$ cat src/rtl/shift_add_mult_pkg.sv
// Shared definitions for the sequential shift-and-add multiplier:
// FSM state encoding and the counter-width helper.
package shift_add_mult_pkg;

    // FSM state encoding, kept as plain 2-bit constants so that older
    // tools and hand-written netlists can share the same values.
    localparam logic [1:0] S_IDLE = 2'd0;
    localparam logic [1:0] S_CALC = 2'd1;
    localparam logic [1:0] S_DONE = 2'd2;

    // Number of bits needed to count 0..value-1 (ceil(log2(value))).
    // Returns at least 1 so a counter is never zero bits wide.
    function automatic int clog2(input int value);
        int result;
        result = 1;
        for (int i = 1; i < 32; i++) begin
            if ((1 << i) < value) begin
                result = i + 1;
            end
        end
        return result;
    endfunction

endpackage

$ cat src/rtl/nbit_add.sv
// N-bit ripple-carry adder: a chain of full adders, with the final carry
// carry[N] exposed as carry-out so callers get the full N+1-bit sum.
module nbit_add #(
    parameter int N = 8
) (
    input  logic [N-1:0] a_i,
    input  logic [N-1:0] b_i,
    input  logic         cin_i,
    output logic [N-1:0] sum_o,
    output logic         cout_o
);

    // carry[i] is the carry into bit i; carry[N] is the carry out of the MSB.
    logic [N:0] carry;

    assign carry[0] = cin_i;

    // One full adder per bit, rippling the carry upwards.
    for (genvar i = 0; i < N; i++) begin : g_fa
        assign sum_o[i]   = a_i[i] ^ b_i[i] ^ carry[i];
        assign carry[i+1] = (a_i[i] & b_i[i]) | (carry[i] & (a_i[i] ^ b_i[i]));
    end

    // The top of the chain, not an index past it.
    assign cout_o = carry[N];

endmodule

$ cat src/rtl/shift_add_mult.sv
// Sequential unsigned multiplier: one WIDTH-bit adder reused for WIDTH
// cycles, producing a 2*WIDTH-bit product behind valid/ready handshakes.
module shift_add_mult
    import shift_add_mult_pkg::*;
#(
    parameter int WIDTH = 8
) (
    input  logic               clk,
    input  logic               rst,
    input  logic               in_valid,
    output logic               in_ready,
    input  logic [WIDTH-1:0]   a,
    input  logic [WIDTH-1:0]   b,
    output logic               out_valid,
    input  logic               out_ready,
    output logic [2*WIDTH-1:0] product,
    output logic               busy
);

    localparam int             CW   = clog2(WIDTH);
    localparam logic [CW-1:0]  LAST = CW'(WIDTH - 1);

    logic [1:0]       state_q, state_d;
    logic [WIDTH-1:0] m_q, m_d;        // multiplicand
    logic [WIDTH-1:0] q_q, q_d;        // multiplier, shifted out as product low half fills in
    logic [WIDTH-1:0] p_hi_q, p_hi_d;  // product high half / running partial sum
    logic [CW-1:0]    count_q, count_d;

    logic [WIDTH-1:0] addend;
    logic [WIDTH-1:0] sum;
    logic             cout;

    // Add the multiplicand only when the current multiplier bit is set.
    assign addend = q_q[0] ? m_q : '0;

    nbit_add #(.N(WIDTH)) u_add (
        .a_i   (p_hi_q),
        .b_i   (addend),
        .cin_i (1'b0),
        .sum_o (sum),
        .cout_o(cout)
    );

    // Next-state logic: accept in IDLE, one shift-add step per CALC cycle,
    // hold the result in DONE until the consumer takes it.
    always_comb begin
        // NOTE: every signal gets a default first so no path leaves it
        // unassigned, which would otherwise infer a latch.
        state_d = state_q;
        m_d     = m_q;
        q_d     = q_q;
        p_hi_d  = p_hi_q;
        count_d = count_q;
        unique case (state_q)
            S_IDLE: begin
                if (in_valid) begin
                    m_d     = a;
                    q_d     = b;
                    p_hi_d  = '0;
                    count_d = '0;
                    state_d = S_CALC;
                end
            end
            S_CALC: begin
                // {P_hi,Q} <= {c,sum,Q} >> 1; the carry-out becomes the new MSB.
                p_hi_d  = {cout, sum[WIDTH-1:1]};
                q_d     = {sum[0], q_q[WIDTH-1:1]};
                count_d = count_q + CW'(1);
                if (count_q == LAST) begin
                    state_d = S_DONE;
                end
            end
            S_DONE: begin
                if (out_ready) begin
                    state_d = S_IDLE;
                end
            end
            default: state_d = S_IDLE;
        endcase
    end

    // State registers; reset aborts any operation in flight.
    always_ff @(posedge clk or posedge rst) begin
        // NOTE: sequential state uses non-blocking assignments so every
        // register samples the values from before this edge.
        if (rst) begin
            state_q <= S_IDLE;
            m_q     <= '0;
            q_q     <= '0;
            p_hi_q  <= '0;
            count_q <= '0;
        end else begin
            state_q <= state_d;
            m_q     <= m_d;
            q_q     <= q_d;
            p_hi_q  <= p_hi_d;
            count_q <= count_d;
        end
    end

    // in_ready is gated by rst directly so it drops without waiting for a clock.
    assign in_ready  = (state_q == S_IDLE) && !rst;
    assign busy      = (state_q != S_IDLE);
    assign out_valid = (state_q == S_DONE);
    assign product   = out_valid ? {p_hi_q, q_q} : '0;

endmodule

$ cat config.mk
export PLATFORM = sky130hd
export DESIGN_NAME = shift_add_mult
export DESIGN_NICKNAME = d
export VERILOG_FILES = /design/src/rtl/shift_add_mult_pkg.sv /design/src/rtl/nbit_add.sv /design/src/rtl/shift_add_mult.sv
export SDC_FILE = /design/constraint.sdc
export NUM_CORES = 1
export LEC_CHECK = 0
export ABC_AREA = 1
export CORE_MARGIN = 3
export CORE_UTILIZATION = 55
export CTS_CLUSTER_SIZE = 14
export DETAILED_ROUTE_END_ITERATION = 8
export GPL_TIMING_DRIVEN = 1
export PLACE_DENSITY = 0.78
export SETUP_SLACK_MARGIN = 0.02
export SLEW_MARGIN = 25
export SYNTH_ARGS = -nofsm -noshare
export SYNTH_HDL_FRONTEND = slang
export SYNTH_SLANG_ARGS = --single-unit
$ cat constraint.sdc
create_clock -name clk -period 4.5 [get_ports clk]
set_input_delay 0.45 -clock clk [delete_from_list [all_inputs] [get_ports clk]]
set_output_delay 0.45 -clock clk [all_outputs]
set_load 0.02 [all_outputs]
## Word level (Yosys, flattened, before mapping)

Index checks and enable logic that the tools add are counted.

| storage, ports and cells | value |
|---|---|
| bits of input ports | 20 |
| ROM bits | 0 |
| output and inout bits | 19 |
| bits in latches | 0 |
| bits in writable memories | 0 |
| memories kept | 0 |
| register bits after elaboration | 58 |
| logic and storage cells | 69 |

| cells by class | value |
|---|---|
| shifts and indexed selects | 0 |
| eq/ne operators | 6 |
| reductions and logical operators | 8 |
| multiply operators | 0 |
| bitwise operators | 37 |
| mux-type cells | 12 |
| div/mod/pow operators | 0 |
| order comparisons | 0 |
| add/sub/neg operators | 1 |

Operators by type and width:

| kind | count |
|---|---|
| one-hot mux 32 bit (2 select lines) | 1 |
| adder 32 x 1 -> 32 bit, second input constant | 1 |
| == test 32 x 3 -> 1 bit, second input constant | 1 |
| 2-to-1 mux 32 bit | 1 |
| one-hot mux 8 bit (2 select lines) | 2 |
| 2-to-1 mux 8 bit | 3 |
| 2-to-1 mux 16 bit | 1 |
| AND 1 bit | 15 |
| XOR 1 bit | 15 |
| bitwise OR 1 bit | 7 |
| 2-to-1 mux 2 bit | 3 |
| one-hot mux 2 bit (3 select lines) | 1 |
| != test 2 bit, second input constant | 2 |
| AND reduction 2 bit | 2 |
| nonzero test 2 bit | 2 |
| AND reduction 3 bit | 1 |
| == test 2 x 1 -> 1 bit, second input constant | 1 |
| == test 2 bit, second input constant | 1 |
| logical NOT 2 bit | 1 |
| != test 2 x 1 -> 1 bit, second input constant | 1 |
| logical AND 1 bit | 1 |
| logical NOT 1 bit | 1 |

## Depth between registers and ports, before layout

Gate-level depths: netlist (run 1).

| logic depth | value |
|---|---|
| depth in word-level cells | 17 |
| gate-level depth with buffers | 15 |
| depth with buffers taken out | 14 |

## By module

A second synthesis (run 1) with hierarchy kept.

| unflattened totals | value |
|---|---|
| cell total of the unflattened synthesis | 520 |
| area, all modules | 3563.4 um^2 |

By module, submodules not included:

| module | sequential area each (um^2) | instances | cells an instance | area an instance (um^2) |
|---|---|---|---|---|
| shift_add_mult | 1451.4 | 1 | 502 | 3365.7 |
| nbit_add | 0.0 | 1 | 18 | 197.7 |

## Worst setup path after synthesis (run 1)

No wires, ideal clock.

| timing | value |
|---|---|
| kind | register -> register |
| start point | register q_q[0] |
| end point | register p_hi_q[6] |
| period minus slack after synthesis | 3.604 ns |
| setup time | 0.132 ns |
| cell stages (with the launch flop) | 16 |
| data required time | 4.368 ns |
| arrival | 3.471 ns |
| path buffers | 1 |
| slack | 0.896 ns |
| cells stage by stage | dfrtp_1 > clkbuf_1 > nand2_1 > inv_1 > ha_1 > inv_1 > fa_1 > fa_1 > fa_1 > fa_1 > fa_1 > inv_1 > fa_1 > inv_1 > fa_1 > o22ai_1 |

| on the way | value |
|---|---|
| word-level cells in the longest chain between the ends | 16 |
| elaborated cells on any way between the ends | 29 |
| those cells by class | mux: 2; bitwise: 27 |

RTL lines:

| item | line | RTL |
|---|---|---|
| start: declaration | shift_add_mult.sv:25 | `logic [WIDTH-1:0] q_q, q_d;` |
| start signal: assignment | shift_add_mult.sv:95 | `q_q <= q_d;` |
| 2-to-1 mux 8 bit * | shift_add_mult.sv:34 | `assign addend = q_q[0] ? m_q : '0;` |
| AND 1 bit or XOR 1 bit (tied branches) | nbit_add.sv:21 | `assign carry[i+1] = (a_i[i] & b_i[i]) \| (carry[i] & (a_i[i] ^ b_i[i]));` |
| AND 1 bit | nbit_add.sv:21 |  |
| bitwise OR 1 bit | nbit_add.sv:21 |  |
| AND 1 bit | nbit_add.sv:21 |  |
| bitwise OR 1 bit | nbit_add.sv:21 |  |
| AND 1 bit | nbit_add.sv:21 |  |
| bitwise OR 1 bit | nbit_add.sv:21 |  |
| AND 1 bit | nbit_add.sv:21 |  |
| bitwise OR 1 bit | nbit_add.sv:21 |  |
| AND 1 bit | nbit_add.sv:21 |  |
| bitwise OR 1 bit | nbit_add.sv:21 |  |
| AND 1 bit | nbit_add.sv:21 |  |
| bitwise OR 1 bit | nbit_add.sv:21 |  |
| XOR 1 bit * | nbit_add.sv:20 | `assign sum_o[i] = a_i[i] ^ b_i[i] ^ carry[i];` |
| one-hot mux 8 bit (2 select lines) * | shift_add_mult.sv:54 | `unique case (state_q)` |
| end signal: assignment | shift_add_mult.sv:96 | `p_hi_q <= p_hi_d;` |
| end: declaration | shift_add_mult.sv:26 | `logic [WIDTH-1:0] p_hi_q, p_hi_d;` |

Every way passes the cells marked *; elsewhere a longest branch is shown, timed or not.
A chain may end at the register's enable or synchronous reset.

## Final worst setup path (run 1)

Ends and elaborated chain as after synthesis.

==> metrics.md, run 1 <==
| Metric | Value |
|---|---|
| Post-layout util | 68.1% |
| Clock network latency to the later pin of the worst-skew pair | 0.33 ns |
| Area of all placed cells without fillers | 4080 µm² |
| Flop and latch count out of synthesis | 58 |
| Number of diodes added for antenna fixing | 0 |
| Via Count | 3,228 |
| Final setup violation count | 0 |
| CTS root buf | clkbuf_8 |
| Cells along the critical path | nand2_1 > inv_1 > ha_1 > inv_1 > fa_1 > fa_1 > fa_1 > fa_1 > fa_1 > inv_1 > fa_1 > inv_1 > fa_1 > o22ai_1 |
| Maximum fanout along the worst path | 9 |
| Number of nets in the layout | 559 |
| Syn_nets | 519 |
| Tightest hold margin | 0.483 ns |
| Slew at the pin closest to its max-slew limit | 0.687 ns |
| Cell types with the highest counts after synthesis | nand2_1, nor2_1, inv_1, dfrtp_1, nand3_1 |
| Standby leakage power | 1.87 nW |
| Worst path most repeated cell | fa_1 |
| Final HPWL DP | 5.89 mm |
| Total congestion overflow | 0 |
| X dimension of the die | 85.3 µm |
| Detailed-routing iteration count for the pre-antenna-repair pass | 5 |
| Endpoint arrival time on the critical path | 3.96 ns |
| Clock slew seen by the registers of the worst setup and hold paths | 0.07 ns |
| Shortest period the worst path allows | 3.76 ns |
| Ports placed on the boundary | 39 |
| Highest Clock Rate | 266 MHz |
| Slowest cell on the critical path | dfrtp_1 |
| H-Tree Depth | 3 |
| Detailed-route wire length | 7.93 mm |
| Area leader, netlist | dfrtp_1 |
| Initial DRC Count | 307 |
| Number of routed nets with antenna violations | 0 |
| Quantity of hold-fixing buffers added after cts | 0 |
| Slew margin rel. | 54.1% |
| Area of the core | 5990 µm² |
| Post-route DRC violation count | 0 |
| Number of distinct standard cells referenced by the synthesized netlist | 27 |
| Fraction of post-synthesis cell area in the top cell type by area | 42.0% |
| Height of the chip | 85.3 µm |
| Number of global-route vias before repair | 3,004 |
| Outcome | finished clean |
| Count leader, synth | nand2_1 |
| Syn Area/Cell | 7.05 µm² |
| Max Root-Sink Buffers | 2 |
| Synthesis-to-layout area growth | 18.1% |
| Category of the worst setup path launch point | register |
| Final clock skew | 0.00825 ns |
| Data required, critical path | 4.70 ns |
| Area of the mapped netlist | 3450 µm² |
| Kind of end point of the critical path | register |
| Wire length of the first global-routing pass | 13.8 mm |
| Number of I/O port buffers | 38 |
| FFs w/ async S/R, synth | 100% |
| Most frequently used flop master after synthesis | dfrtp_1 |
| Total power divided by cell area | 499 nW/µm² |
| Initial Utilization | 57.7% |
| Number of vias per cell after detailed routing | 5.29 |
| Quantity of gates resized following cts | 0 |
| Kind of cell adding the most delay to the critical path | adder cells |
| Crit path kind | reg2reg |
| TritonCTS Sinks | 58 |
| Total Routing Usage GR | 23.9% |
| Postcts setup bufs | 0 |
| Hold crit path type | reg2reg |
| Period Utilization, post-route | 83.6% |
| Number of cells in the finished layout apart from fillers | 610 |
| Gpl congestion | 0.931 |
| Maximum number of pins on one net before global-route repair | 36 |
| Layout cells sized above 1 | 6.36% |
| Die area | 7270 µm² |
| Count of fill cells added during filler insertion | 515 |
| Final hold vios | 0 |
| TritonCTS clock tree | yes |
| Instance count of the mapped netlist | 490 |
| Number of rows in the core area | 28 |
| Number of buffers inserted during clock tree synthesis | 9 |
| Number of antenna violations at the first check in global routing | 0 |
| Cells taking the most area after synthesis | dfrtp_1, nand2_1, nor2_1 |
| Crit path largest cell delay | 0.51 ns |
| DR WL/cell | 13.0 µm |
| Number of max-cap violations | 0 |
| Part of the Yosys area used for sequential elements | 42.0% |
| Count of pins over their slew limit | 0 |
| Number of placed instances, taps included | 594 |
| Post-route setup TNS | 0 ns |
| Placed Instance Area | 3890 µm² |
| Count of synthesis-stage warnings from yosys | 0 |
| RSZ-0062 raised after global routing | no |
| VDD IR-drop max | 274 µV |
| EDFF count, synth | 0 |
| Buf/Inv on CP | 4 |
[cells in the final DEF (no fill, tap or decap), types with 3 or more instances in the layout]
cell / netlist / routed
o21ai_1: 7 / 7
nand4_1: 3 / 3
nor2_4: 4 / 4
inv_2: 4 / 5
nand3_1: 42 / 42
o22ai_1: 10 / 10
nor2_1: 83 / 83
a22oi_1: 7 / 7
clkdlybuf4s50_1: 0 / 38
fa_1: 7 / 7
dfrtp_1: 58 / 58
nand2_1: 150 / 150
clkbuf_8: 0 / 9
a21oi_1: 4 / 4
inv_1: 64 / 63
clkinv_2: 0 / 4
nand3_2: 4 / 4
o21ai_0: 19 / 19
[logic make-up after synthesis]
kind of cell,share of synthesized area [%]
AND/OR/NAND/NOR,36.0
buffers and inverters,8.62
adder cells (fa/ha/maj),4.78
AO/OA/AOI/OAI,8.37
flip-flops,42.0
XOR/XNOR,0.254
[registers in the layout, indices dropped and copies added, names as in the netlist]
register,cells
q_q,8
state_q,2
p_hi_q,8
m_q,8
count_q,32
[metrics by stage]
| step | total power (W) | setup WS, ns |
|---|---|---|
| global placement | 0.00154 | 0.878 |
| global route | 0.00221 | 0.612 |
| detailed placement | 0.00158 | 0.738 |
| CTS | 0.00205 | 0.723 |
| finish | 0.00203 | 0.736 |
| floorplan | 0.00139 | 0.896 |
[path summary, 6_finish.rpt]
path | slack, ns | cells past startpoint | from | end
worst min-delay path | 0.48 | 2 | m_q[0]$_DFFE_PP0P_ | m_q[0]$_DFFE_PP0P_
worst max-delay path | 0.74 | 14 | q_q[0]$_DFFE_PP0P_ | p_hi_q[6]$_DFFE_PP0P_
min in group asynchronous | 0.50 | 2 | rst | count_q[26]$_DFFE_PP0P_
worst max register to register | 0.74 | 14 | q_q[0]$_DFFE_PP0P_ | p_hi_q[6]$_DFFE_PP0P_
worst min register to register | 0.48 | 2 | m_q[0]$_DFFE_PP0P_ | m_q[0]$_DFFE_PP0P_
max in group asynchronous | 3.18 | 3 | rst | count_q[10]$_DFFE_PP0P_
[worst register-to-register path: stages (launching register included)]
cell	delay, ns
dfrtp_1	0.51
nand2_1	0.08
inv_1	0.08
ha_1	0.16
inv_1	0.06
fa_1	0.38
fa_1	0.39
fa_1	0.38
fa_1	0.40
fa_1	0.37
inv_1	0.07
fa_1	0.16
inv_1	0.05
fa_1	0.47
o22ai_1	0.08
[cell type report]
class / count / area (µm²) / area share, %
multi-input cells: 354 / 1710 / 41.8
flip-flops and latches: 58 / 1450 / 35.6
repair buffers: 39 / 388 / 9.51
inverters: 68 / 255 / 6.26
clock buffers: 10 / 128 / 3.13
well taps: 75 / 93.8 / 2.30
clock inverters: 6 / 57.6 / 1.41
[routing by layer]
metal	GRT usage (%)	routed length, µm	up-vias
met3	3.30	383	17
met2	36.1	3500	101
met1	34.6	3890	1495
met4	9.78	157	0
li1	-	-	1615
met5	0	0	-
[report_power, final]
| group | switching (W) | internal (W) |
|---|---|---|
| Combinational | 0.000424 | 0.000282 |
| Clock | 0.000206 | 0.000252 |
| Sequential | 0.000159 | 0.000711 |
Power figures use the tool's default switching activity.
==> run 2: changes to the inputs <==
--- a/config.mk
+++ b/config.mk
@@ -7,11 +7,11 @@
 export LEC_CHECK = 0
 export ABC_AREA = 1
 export CORE_MARGIN = 3
-export CORE_UTILIZATION = 55
+export CORE_UTILIZATION = 51
 export CTS_CLUSTER_SIZE = 14
 export DETAILED_ROUTE_END_ITERATION = 8
 export GPL_TIMING_DRIVEN = 1
-export PLACE_DENSITY = 0.78
+export PLACE_DENSITY = 0.76
 export SETUP_SLACK_MARGIN = 0.02
 export SLEW_MARGIN = 25
 export SYNTH_ARGS = -nofsm -noshare
==> constraint.sdc (replaced) <==
create_clock -name clk -period 3.4 [get_ports clk]
set_input_delay 0.34 -clock clk [delete_from_list [all_inputs] [get_ports clk]]
set_output_delay 0.34 -clock clk [all_outputs]
set_load 0.02 [all_outputs]
==> metrics.md, run 2 (same netlist as run 1, synthesis figures left out) <==
| Metric | Value |
|---|---|
| Worst reg2reg path startpoint | q_q[0]$_DFFE_PP0P_ |
| Gpl congestion | 0.906 (-2.7%) |
| Number of diodes added for antenna fixing | 0 (unchanged) |
| Category of the worst setup path launch point | register |
| Initial DRC Count | 178 (-42%) |
| Area of the core | 6460 µm² (+7.8%) |
| Area occupied by registers | 1450 µm² (unchanged) |
| Total Routing Usage GR | 24.0% (+0.084 points) |
| Period Utilization, post-route | 96.9% (+13 points) |
| Number of vias per cell after detailed routing | 5.23 (-1.2%) |
| Outcome | finished clean |
| Slew margin rel. | 68.7% (+15 points) |
| Post-route setup TNS | 0 ns (unchanged) |
| Leading cell types in the layout, fill and taps excluded | nand2_1, nor2_1, inv_1 |
| Data required, critical path | 3.61 ns (-1.09 ns) |
| Power spent charging and discharging nets | 0.00107 W (+35%) |
| Multi-input gate area | 1720 µm² (+0.73%) |
| Number of buffers inserted during clock tree synthesis | 9 (unchanged) |
| Number of max-cap violations | 0 (unchanged) |
| RSZ-0062 raised after global routing | yes |
| Post-route DRC violation count | 0 (unchanged) |
| Hold crit path type | in2async |
| Register-to-Register Setup Slack | 0.11 ns (-0.63 ns) |
| Part of the total power dissipated in combinational logic | 33.6% (-1.1 points) |
| CTS root buf | clkbuf_8 |
| H-Tree Depth | 3 (unchanged) |
| Via Count | 3,220 (-0.25%) |
| VDD IR-drop max | 355 µV (+29%) |
| Clock slew seen by the registers of the worst setup and hold paths | 0.07 ns (about the same) |
| Number of rows in the core area | 29 (+3.6%) |
| Number of nets in the layout | 563 (+0.72%) |
| Wire length of the first global-routing pass | 14.3 mm (+4.2%) |
| Worst reg2reg path depth | 14 (unchanged) |
| Final HPWL DP | 6.17 mm (+4.9%) |
| Detailed-routing iteration count for the pre-antenna-repair pass | 7 (+2) |
| Ports placed on the boundary | 39 (unchanged) |
| Number of routed nets with antenna violations | 0 (unchanged) |
| Final setup violation count | 0 (unchanged) |
| TritonCTS clock tree | yes |
| Portion of total power attributed to the clock network | 27.4% (+4.9 points) |
| Shortest period the worst path allows | 3.29 ns (-0.470 ns) |
| Crit path kind | reg2reg |
| Initial Utilization | 53.5% (-4.2 points) |
| Kind of end point of the critical path | register |
| Final clock skew | 0.00793 ns (-0.000316 ns) |
| Switching fraction of total power | 36.5% (-2.3 points) |
| Number of I/O port buffers | 38 (unchanged) |
| Total congestion overflow | 0 (unchanged) |
| Post-layout util | 64.9% (-3.2 points) |
| Final hold vios | 0 (unchanged) |
| Synthesis-to-layout area growth | 21.3% |
| Flop pwr share | 39.0% (-3.8 points) |
| Highest Clock Rate | 304 MHz (+14%) |
| Max FFs per register | 32 (unchanged) |
| Most common cell after layout, fill and taps aside | nand2_1 |
| Layout cells sized above 1 | 8.16% (+1.8 points) |
| Reg with most FFs | count_q |
| Standby leakage power | 1.91 nW (+2.3%) |
| Endpoint arrival time on the critical path | 3.50 ns (-0.46 ns) |
| Quantity of hold-fixing buffers added after cts | 0 (unchanged) |
| Power consumption | 0.00293 W (+44%) |
| DR WL/cell | 13.7 µm (+5.4%) |
| Internal power contribution | 0.00186 W (+49%) |
| Maximum fanout along the worst path | 2 (-7) |
| Slew at the pin closest to its max-slew limit | 0.466 ns (-0.220 ns) |
| X dimension of the die | 88.3 µm (+3.6%) |
| Number of global-route vias before repair | 3,061 (+1.9%) |
| Height of the chip | 88.3 µm (+3.6%) |
| Total power divided by cell area | 699 nW/µm² (+40%) |
| Count of fill cells added during filler insertion | 591 (+15%) |
| Die area | 7800 µm² (+7.3%) |
| Max Root-Sink Buffers | 2 (unchanged) |
| Maximum number of pins on one net before global-route repair | 26 (-28%) |
| Number of antenna violations at the first check in global routing | 0 (unchanged) |
| Clock network latency to the later pin of the worst-skew pair | 0.34 ns (about the same) |
| Detailed-route wire length | 8.44 mm (+6.4%) |
| TritonCTS Sinks | 58 (unchanged) |
| Count of pins over their slew limit | 0 (unchanged) |
| FF-to-FF End | p_hi_q[6]$_DFFE_PP0P_ |
==> run 2: how the worst max path moves through the flow <==
stage,cells past startpoint,endpoint,startpoint
2_1_floorplan,15,p_hi_q[6]$_DFFE_PP0P_,q_q[0]$_DFFE_PP0P_
3_3_place_gp,14,p_hi_q[6]$_DFFE_PP0P_,q_q[0]$_DFFE_PP0P_
3_5_place_dp,14,p_hi_q[6]$_DFFE_PP0P_,q_q[0]$_DFFE_PP0P_
4_1_cts,14,p_hi_q[6]$_DFFE_PP0P_,q_q[0]$_DFFE_PP0P_
5_1_grt,14,p_hi_q[6]$_DFFE_PP0P_,m_q[0]$_DFFE_PP0P_
6_report,14,p_hi_q[6]$_DFFE_PP0P_,q_q[0]$_DFFE_PP0P_
==> run 2: cell type report <==
cell class	instances	area share, %
Tap cell	77	2.30
Inverter	68	6.09
Sequential cell	58	34.6
Timing Repair Buffer	43	9.97
Clock inverter	4	2.33
Clock buffer	12	3.70
Multi-Input combinational cell	354	41.0
==> run 2: worst max-delay path, stage by stage, from the launching register on <==
cell and delay [ns]:
dfrtp_1 0.36, nand2_1 0.07, inv_1 0.06, ha_1 0.13, inv_1 0.04, fa_2 0.33, fa_2 0.35, fa_2 0.35
fa_2 0.34, fa_2 0.34, inv_2 0.06, fa_1 0.14, inv_1 0.05, fa_1 0.48, o22ai_1 0.08
==> run 2: what timing repair did <==
action                     CTS  global route
gates resized for setup      1             2
pin swaps                    1             0
buffers inserted             0             0
setup endpoints to repair    1             1
==> run 2: layer usage <==
layer | vias up | global-route usage, % | share of wire, %
met5 | - | 0 | 0
met4 | 0 | 7.28 | 1.1
met3 | 9 | 5.77 | 5.7
met2 | 83 | 37.3 | 45
met1 | 1503 | 33.4 | 48
li1 | 1625 | - | -
==> run 2: through the flow <==
stage	cells	setup WS [ns]	instance area, µm²	hold WS (ns)
6_report	616	0.106	4190	0.324
5_1_grt	616	-0.00587	4190	0.364
4_1_cts	616	0.0484	4190	0.324
3_5_place_dp	600	-0.00753	3930	0.471
3_3_place_gp	600	0.0870	3930	0.465
2_1_floorplan	490	0.0227	3470	0.449
==> run 2: power groups by stage <==
stage / registers, W / clock network, W / logic (W)
finish: 0.00114 / 0.000804 / 0.000983
global route: 0.00117 / 0.000858 / 0.00113
CTS: 0.00114 / 0.000818 / 0.000987
detailed placement: 0.00114 / 0 / 0.000976
global placement: 0.00114 / 0 / 0.000936
floorplan: 0.00109 / 0 / 0.000762
==> run 3: changes to the inputs <==
--- a/config.mk
+++ b/config.mk
@@ -6,7 +6,7 @@
 export NUM_CORES = 1
 export LEC_CHECK = 0
 export ABC_AREA = 1
-export CORE_MARGIN = 3
+export CORE_MARGIN = 2
 export CORE_UTILIZATION = 51
 export CTS_CLUSTER_SIZE = 14
 export DETAILED_ROUTE_END_ITERATION = 8
==> metrics.md, run 3 (same netlist as run 1, synthesis figures left out) <==
| Metric | Value |
|---|---|
| Post-route setup TNS | 0 ns (unchanged) |
| Count of pins over their slew limit | 0 (unchanged) |
| Cells along the critical path | nand2_1 > inv_1 > ha_1 > inv_1 > fa_2 > fa_2 > fa_2 > fa_2 > fa_2 > inv_2 > fa_1 > inv_1 > fa_1 > o22ai_1 |
| Count of fill cells added during filler insertion | 565 (-4.4%) |
| Final setup violation count | 0 (unchanged) |
| Capturing instance or port of the critical path | p_hi_q[6]$_DFFE_PP0P_ |
| Category of the worst setup path launch point | register |
| Kind of cell adding the most delay to the critical path | adder cells |
| Leading cell types in the layout, fill and taps excluded | nand2_1, nor2_1, inv_1 |
| Total congestion overflow | 0 (unchanged) |
| Crit path largest cell delay | 0.47 ns (about the same) |
| Multi-input gate area | 1720 µm² (unchanged) |
| X dimension of the die | 86.3 µm (-2.3%) |
| Standby leakage power | 1.88 nW (-1.5%) |
| Detailed-routing iteration count for the pre-antenna-repair pass | 5 (-2) |
| Most common cell after layout, fill and taps aside | nand2_1 |
| Maximum number of pins on one net before global-route repair | 45 (+73%) |
| Register-to-Register Setup Slack | 0.11 ns (about the same) |
| Buf/Inv on CP | 4 (unchanged) |
| Stages on the worst setup path | 14 (unchanged) |
| Post-layout util | 64.3% (-0.64 points) |
| Initial Utilization | 53.5% (unchanged) |
| Worst reg2reg path startpoint | q_q[0]$_DFFE_PP0P_ |
| Shortest period the worst path allows | 3.29 ns (+0.000372 ns) |
| Initial DRC Count | 222 (+25%) |
| Number of rows in the core area | 29 (unchanged) |
| TritonCTS clock tree | yes |
| Number of antenna violations at the first check in global routing | 0 (unchanged) |
| RSZ-0062 raised after global routing | yes |
| TritonCTS Sinks | 58 (unchanged) |
| Slew at the pin closest to its max-slew limit | 0.566 ns (+0.0993 ns) |
| Number of max-cap violations | 0 (unchanged) |
| Kind of end point of the critical path | register |
| Area occupied by registers | 1450 µm² (unchanged) |
| Outcome | finished clean |
| Number of diodes added for antenna fixing | 0 (unchanged) |
| Area of the core | 6460 µm² (unchanged) |
| Postcts setup bufs | 0 (unchanged) |
| Slowest cell on the critical path | fa_1 |
| Clock slew seen by the registers of the worst setup and hold paths | 0.07 ns (about the same) |
| Final HPWL DP | 5.88 mm (-4.7%) |
| Gpl congestion | 0.938 (+3.5%) |
| Total power divided by cell area | 681 nW/µm² (-2.5%) |
| DR WL/cell | 13.0 µm (-5.2%) |
| Wire length of the first global-routing pass | 14.2 mm (-0.87%) |
| Max FFs per register | 32 (unchanged) |
| Reg with most FFs | count_q |
| Synthesis-to-layout area growth | 20.1% |
| Detailed-route wire length | 7.99 mm (-5.3%) |
| Height of the chip | 86.3 µm (-2.3%) |
| CTS root buf | clkbuf_8 |
| Post-route DRC violation count | 0 (unchanged) |
| Maximum fanout along the worst path | 3 (+1) |
| Clock network latency to the later pin of the worst-skew pair | 0.35 ns (about the same) |
| VDD IR-drop max | 368 µV (+3.6%) |
| Setup crit start | q_q[0]$_DFFE_PP0P_ |
| FF-to-FF End | p_hi_q[6]$_DFFE_PP0P_ |
| Final hold vios | 0 (unchanged) |
| Period Utilization, post-route | 96.9% (about the same) |
| Number of global-route vias before repair | 3,038 (-0.75%) |
| Number of routed nets with antenna violations | 0 (unchanged) |
| H-Tree Depth | 3 (unchanged) |
| Number of vias per cell after detailed routing | 5.14 (-1.6%) |
| Worst path most repeated cell | fa_2 |
| Layout cells sized above 1 | 7.99% (-0.17 points) |
| Number of nets in the layout | 562 (-0.18%) |
| Max Root-Sink Buffers | 2 (unchanged) |
| Final clock skew | 0.0117 ns (+0.00381 ns) |
| Endpoint arrival time on the critical path | 3.51 ns (about the same) |
| Worst reg2reg path depth | 14 (unchanged) |
| Slew margin rel. | 62.3% (-6.4 points) |
| Total Routing Usage GR | 24.3% (+0.34 points) |
| Data required, critical path | 3.62 ns (about the same) |
| Crit path kind | reg2reg |
| Ports placed on the boundary | 39 (unchanged) |
| Hold crit path type | in2async |
| Via Count | 3,162 (-1.8%) |
| Number of I/O port buffers | 38 (unchanged) |
| Number of buffers inserted during clock tree synthesis | 9 (unchanged) |
| Highest Clock Rate | 304 MHz (about the same) |
| Die area | 7450 µm² (-4.5%) |
-- run 3: cell types whose count changed in the layout (fill, tap and decap cells not counted), sizes merged --
cell,before,now
bufinv,3,2
buf,5,4
clkinv,0,1
clkbuf,12,10
clkinvlp,1,3
-- run 3: area by class of cell --
class | count | area share (%)
inverters | 68 | 6.15
clock buffers | 10 | 3.08
flip-flops and latches | 58 | 35.0
clock inverters | 6 | 2.20
well taps | 77 | 2.32
repair buffers | 42 | 9.89
multi-input cells | 354 | 41.4
-- run 3: worst min path at each step --
stage,startpoint,endpoint,slack (ns)
floorplan,m_q[0]$_DFFE_PP0P_,m_q[0]$_DFFE_PP0P_,0.45
global placement,m_q[0]$_DFFE_PP0P_,m_q[0]$_DFFE_PP0P_,0.47
detailed placement,m_q[6]$_DFFE_PP0P_,m_q[6]$_DFFE_PP0P_,0.47
CTS,rst,state_q[1]$_DFFE_PP0P_,0.29
global route,rst,state_q[1]$_DFFE_PP0P_,0.31
finish,rst,count_q[25]$_DFFE_PP0P_,0.28
-- run 3: power by group --
group / switching [W] / internal [W] / leakage [nW] / total [W]
Clock: 0.000295 / 0.000414 / 0.0987 / 0.000708
Sequential: 0.000202 / 0.000942 / 0.743 / 0.00114
Combinational: 0.000583 / 0.000392 / 1.04 / 0.000975
-- run 3: routing by layer --
layer | vias to the layer above | share of wire (%) | wire length [µm] | track usage [%]
met1 | 1445 | 50 | 3960 | 35.9
met2 | 85 | 43 | 3440 | 35.5
met4 | 0 | 1.9 | 150 | 7.24
li1 | 1615 | - | - | -
met5 | - | 0 | 0 | 0
met3 | 17 | 5.4 | 434 | 6.10
-- run 3: stage by stage --
stage	area (µm²)	worst slack, ns	hold slack (ns)	std cells	power (W)
2_1_floorplan	3470	0.0227	0.449	490	0.00186
3_3_place_gp	3930	0.0582	0.466	599	0.00207
3_5_place_dp	3930	0.0214	0.471	599	0.00212
4_1_cts	4150	0.0236	0.288	615	0.00283
5_1_grt	4150	-0.0499	0.314	615	0.00306
6_report	4150	0.105	0.280	615	0.00283
-- run 3: timing repair --
| item | CTS | global route |
|---|---|---|
| endpoints found under the setup margin | 0 | 2 |
| gates resized for setup | 0 | 3 |
| hold endpoints to repair | 0 | 0 |
| hold buffers | 0 | 0 |
